## src/rtl/proc_pkg.sv

```systemverilog
// Shared fetch-stage definitions: reset PC, next-PC source selector and alignment helper.
package proc_pkg;

    localparam logic [31:0] PC_RESET_VAL = 32'h0000_0000;

    typedef enum logic [2:0] {
        PC_HOLD,
        PC_INCR,
        PC_REDIR,
        PC_TRAP,
        PC_RESET
    } pc_sel_e;

    // A target is aligned when its low log2(incr) bits are zero; incr is a power of two.
    function automatic logic is_aligned(input logic [63:0] addr, input int unsigned incr);
        logic [63:0] mask;
        mask = 64'(incr) - 64'd1;
        return (addr & mask) == '0;
    endfunction

endpackage

```

## src/rtl/pc_hist_pipe.sv

```systemverilog
// Shift-register history of past PCs with per-stage valid bits.
module pc_hist_pipe
    import proc_pkg::*;
#(
    parameter int unsigned XLEN       = 32,
    parameter int unsigned HIST_DEPTH = 2
) (
    input  logic                       clk_i,
    input  logic                       rst_i,
    input  logic                       adv_i,
    input  logic                       flush_i,
    input  logic [XLEN-1:0]            pc_i,
    output logic [HIST_DEPTH*XLEN-1:0] hist_o,
    output logic [HIST_DEPTH-1:0]      vld_o
);

    logic [HIST_DEPTH-1:0][XLEN-1:0] hist_q;
    logic [HIST_DEPTH-1:0]           vld_q;

    // A flush still shifts the current PC in, but marks every stage invalid.
    always_ff @(posedge clk_i) begin
        if (rst_i) begin
            hist_q <= '0;
            vld_q  <= '0;
        end else if (adv_i || flush_i) begin
            hist_q[0] <= pc_i;
            vld_q[0]  <= !flush_i;
            for (int unsigned k = 1; k < HIST_DEPTH; k++) begin
                hist_q[k] <= hist_q[k-1];
                vld_q[k]  <= vld_q[k-1] && !flush_i;
            end
        end
    end

    assign hist_o = hist_q;
    assign vld_o  = vld_q;

endmodule

```

## src/rtl/pc_gen.sv

```systemverilog
// Fetch-stage program counter: increment, redirect, trap vectoring, stall and misaligned-target capture.
module pc_gen
    import proc_pkg::*;
#(
    parameter int unsigned     XLEN       = 32,
    parameter logic [XLEN-1:0] RESET_VAL  = XLEN'(PC_RESET_VAL),
    parameter logic [XLEN-1:0] TRAP_VEC   = XLEN'(32'h0000_0100),
    parameter int unsigned     INCR       = 4,
    parameter int unsigned     HIST_DEPTH = 2
) (
    input  logic                       clk_i,
    input  logic                       rst_i,
    input  logic                       incr_pc_i,
    input  logic                       stall_i,
    input  logic                       redirect_i,
    input  logic [XLEN-1:0]            redirect_pc_i,
    input  logic                       trap_i,
    output logic [XLEN-1:0]            pc_o,
    output logic [HIST_DEPTH*XLEN-1:0] pc_hist_o,
    output logic [HIST_DEPTH-1:0]      pc_hist_vld_o,
    output logic                       misalign_o,
    output logic [XLEN-1:0]            bad_addr_o
);

    pc_sel_e         pc_sel;
    logic            redir_aligned;
    logic            misalign_req;
    logic            adv;
    logic            flush;
    logic [XLEN-1:0] pc_next;

    assign redir_aligned = is_aligned(64'(redirect_pc_i), INCR);

    always_comb begin
        pc_sel       = PC_HOLD;
        misalign_req = 1'b0;
        if (rst_i) begin
            pc_sel = PC_RESET;
        end else if (trap_i) begin
            pc_sel = PC_TRAP;
        end else if (redirect_i) begin
            if (redir_aligned) begin
                pc_sel = PC_REDIR;
            end else begin
                misalign_req = 1'b1;
            end
        end else if (stall_i) begin
            pc_sel = PC_HOLD;
        end else if (incr_pc_i) begin
            pc_sel = PC_INCR;
        end
    end

    always_comb begin
        pc_next = pc_o;
        case (pc_sel)
            PC_RESET: pc_next = RESET_VAL;
            PC_TRAP:  pc_next = TRAP_VEC;
            PC_REDIR: pc_next = redirect_pc_i;
            PC_INCR:  pc_next = pc_o + XLEN'(INCR);
            default:  pc_next = pc_o;
        endcase
    end

    assign adv   = (pc_sel == PC_INCR) || (pc_sel == PC_REDIR) || (pc_sel == PC_TRAP);
    assign flush = !rst_i && (trap_i || redirect_i);

    always_ff @(posedge clk_i) begin
        if (rst_i) begin
            pc_o       <= RESET_VAL;
            misalign_o <= 1'b0;
            bad_addr_o <= '0;
        end else begin
            pc_o       <= pc_next;
            misalign_o <= misalign_req;
            if (misalign_req) begin
                bad_addr_o <= redirect_pc_i;
            end
        end
    end

    pc_hist_pipe #(
        .XLEN       (XLEN),
        .HIST_DEPTH (HIST_DEPTH)
    ) u_hist (
        .clk_i   (clk_i),
        .rst_i   (rst_i),
        .adv_i   (adv),
        .flush_i (flush),
        .pc_i    (pc_o),
        .hist_o  (pc_hist_o),
        .vld_o   (pc_hist_vld_o)
    );

endmodule

```

## config.mk

```make
export PLATFORM = sky130hd
export DESIGN_NAME = pc_gen
export DESIGN_NICKNAME = d
export VERILOG_FILES = /design/src/rtl/proc_pkg.sv /design/src/rtl/pc_hist_pipe.sv /design/src/rtl/pc_gen.sv
export SDC_FILE = /design/constraint.sdc
export NUM_CORES = 1
export LEC_CHECK = 0
export BUFFER_PORTS_ARGS = -buffer_cell sky130_fd_sc_hd__buf_4
export CORE_MARGIN = 2
export CORE_UTILIZATION = 56
export DETAILED_ROUTE_END_ITERATION = 16
export GPL_TIMING_DRIVEN = 0
export PLACE_DENSITY = 0.94
export SKIP_CTS_REPAIR_TIMING = 1
export SLEW_MARGIN = 10
export SYNTH_ARGS = -nofsm -noshare
export SYNTH_HDL_FRONTEND = slang
export SYNTH_HIERARCHICAL = 1
export SYNTH_SLANG_ARGS = --single-unit
```

## constraint.sdc

```tcl
create_clock -name clk_i -period 5.6 [get_ports clk_i]
set_input_delay 0.84 -clock clk_i [delete_from_list [all_inputs] [get_ports clk_i]]
set_output_delay 0.84 -clock clk_i [all_outputs]
set_load 0.01 [all_outputs]
```

==> impl_results.md <==
* Cell variety after synth at 49
* Initial antenna violation count at 0
* Most frequent cells in the layout: buf_4, dfxtp_1, nand2b_1
* Leakage power at 3.11 nW
* Routed Antenna Nets at 0
* Vias per inst at 5.77
* DRT iter0 DRCs at 553
* CP endpoint kind: flop
* Mapped Avg Cell Area at 9.11 um^2
* Syn Nets at 671
* WS Path Type: in -> reg
* Reg2reg path depth at 5
* Worst Path Arrival at about 2.8 ns
* Worst slew pin tran at around 0.74 ns
* Worst IR drop on VDD at 0.183 mV
* Ys Warns at 6
* Post-Route WL at around 17 mm
* CTS tree: done
* Root buf cell: clkbuf_8
* Worst Path Required at 5.98 ns
* Synth Flop Type: dfxtp_1
* Xor-xnor portion of the synthesized cell area at 0.0137
* Largest net degree at the start of global routing at 17
* Fin Setup TNS at 0 ns
* Die width at ~110 um
* Tot Pwr at 2.25 mW
* Post-synth ARST share at 0
* PwrDens at 290 mW/mm^2
* First-pass GRT wire length at 27.4 mm
* Max Cap Viol at 0
* Sequential fraction of the synthesis area at 0.455
* Layout area overhead at 34.9%
* Die ar. at between 0.01 and 0.015 mm^2
* Initial Util at 0.568
* Simple-Gate Fraction of Synth Area at 0.293
* Max_slew headroom at 0.505
* Commonest non-fill, non-tap cell in the layout: buf_4
* Synthesized area at roughly 0.0058 mm^2
* Worst-Skew Late Latency at 0.52 ns
* Clock Skew at ~0.010 ns
* Post-Synth Adder-Cell Area at 0.00217
* Core footprint at around 0.01 mm^2
* Total grt overflow at 0
* Worst setup SP type: input port
* Diodes inserted at 0
* Core Rows at 37
* Io pins at 169
* CTS Buf Count at 17
* Mapped Cells at ~630
* Pre-CTS setup slack at 2.71 ns
* Utilization after layout at 0.766
* Htree depth at 4
* Crit Path Max Fanout at 10
* Fin crit share at 0.427
* Vias in the first global route at ~5400
* Final Wtd Congestion at just over 0.9
* Compound-Gate Fraction of Synth Area at 0.125
* Hold depth at 2
* Largest family of logic cells by synthesized area: simple AND/OR/NAND/NOR gates
* Clk slew on worst S/H paths at 0.06 ns
* Post-synth EDFFs at 0
* Hpwl dp at 12.5 mm
* Port bufs at between 150 and 200
* Max Root-Sink Buffers at 2
* Drt drc at 0
* Fmax at 418 MHz
* Final critical-path setup slack at roughly 3.2 ns
* Die height at 105 um
* CTS sink cnt at 131
* RSZ-0062 raised after global routing: false
* Gr usage total at 0.311
* Wire per inst at roughly 18 um
* Drt first pass iters at 6
* Worst Hold Class: reg -> reg
* Vias at 5578
* Final hold violation count at 0
* Nets at about 860
* Crit path time final at 2.39 ns
* Synthesis-stage register bit count at 131
* Mux cell area share after synthesis at 0.0613
* Status: completed
* Setup violators final at 0
* Slew Limit Fails at 0
* Share of cells above drive strength 1 at 0.274
## sequential cells by signal (all words and copies together), names as in the netlist
signal         count
u_hist/vld_o       2
u_hist/hist_o     64
pc_o              32
misalign_o         1
bad_addr_o        32
## synthesized netlist by cell type, types with 2 or more instances
cell type	instances	share of area
dfxtp_1	131	0.46
nand2b_1	96	0.10
nand2_1	52	0.034
o21ai_0	46	0.040
mux2i_1	33	0.057
clkbuf_1	32	0.021
o21ai_1	32	0.028
or4b_1	32	0.056
nand3_1	25	0.022
nor2_1	24	0.016
a21oi_1	18	0.016
a31oi_1	10	0.011
buf_6	9	0.018
nand4_1	9	0.0098
xor2_1	9	0.014
a22oi_1	6	0.0078
nor3_1	6	0.0052
o211ai_1	6	0.0078
buf_2	5	0.0043
and3_1	4	0.0043
and4_1	4	0.0061
or3_1	4	0.0043
buf_4	3	0.0039
inv_1	3	0.0020
o22ai_1	3	0.0033
a221oi_1	2	0.0030
mux2_2	2	0.0039
nand4b_1	2	0.0030
nor4_1	2	0.0022
nor4_4	2	0.0074
or2_2	2	0.0022
## worst max-delay path, stage by stage
cell	delay, ns
clkbuf_1	0.33
clkbuf_1	0.41
nor2_1	0.12
buf_6	0.16
nor2_2	0.29
clkbuf_1	0.44
o21ai_1	0.17
## cell families (layout without fill, tap and decap cells)
group / Yosys count / count (layout)
flops: 131 / 131
simple gates: 274 / 274
fa+ha+maj: 1 / 1
compound gates: 129 / 129
mux: 35 / 35
buf+inv: 53 / 252
xor+xnor: 9 / 9
## path summary, 6_finish.rpt
kind                               startpoint                             end  slack [ns]
hold / removal    bad_addr_o[14]$_SDFFE_PP0P_     bad_addr_o[14]$_SDFFE_PP0P_        0.47
setup / recovery                        rst_i  u_hist/hist_o[47]$_SDFFE_PP0P_        3.21
hold reg to reg   bad_addr_o[14]$_SDFFE_PP0P_     bad_addr_o[14]$_SDFFE_PP0P_        0.47
setup reg to reg         pc_o[4]$_SDFFE_PP0P_           pc_o[17]$_SDFFE_PP0P_        3.51
## metal layers
layer / global-route usage / vias to the layer above / wire length, um
met1: 0.395 / 2614 / 7210
met2: 0.511 / 295 / 8400
li1: - / 2624 / -
met4: 0.130 / 0 / 391
met5: 0 / - / 0
met3: 0.0686 / 45 / 1440
## report_power, final
group / total (mW) / switching [mW] / internal [mW]
registers: 0.969 / 0.0168 / 0.952
logic: 0.193 / 0.105 / 0.0874
clock network: 1.09 / 0.417 / 0.671
total: 2.25 / 0.539 / 1.71
## cell type report
| cell class | count | area, um^2 |
|---|---|---|
| inverter | 3 | 11.3 |
| clock inverter | 11 | 125 |
| multi-input combinational | 448 | 2850 |
| fill | 671 | 2370 |
| sequential | 131 | 2620 |
| tap | 136 | 170 |
| clock buffer | 21 | 459 |
| buffer | 50 | 274 |
| timing repair buffer | 167 | 1250 |
## through the flow
stage	hold WS [ns]	cell area (um^2)	cells
floorplan	0.493	5760	632
global placement	0.463	7180	935
detailed placement	0.466	7180	935
CTS	0.477	7770	967
global route	0.507	7770	967
finish	0.474	7770	967
Note: power is estimated with default switching activity, not from simulation.
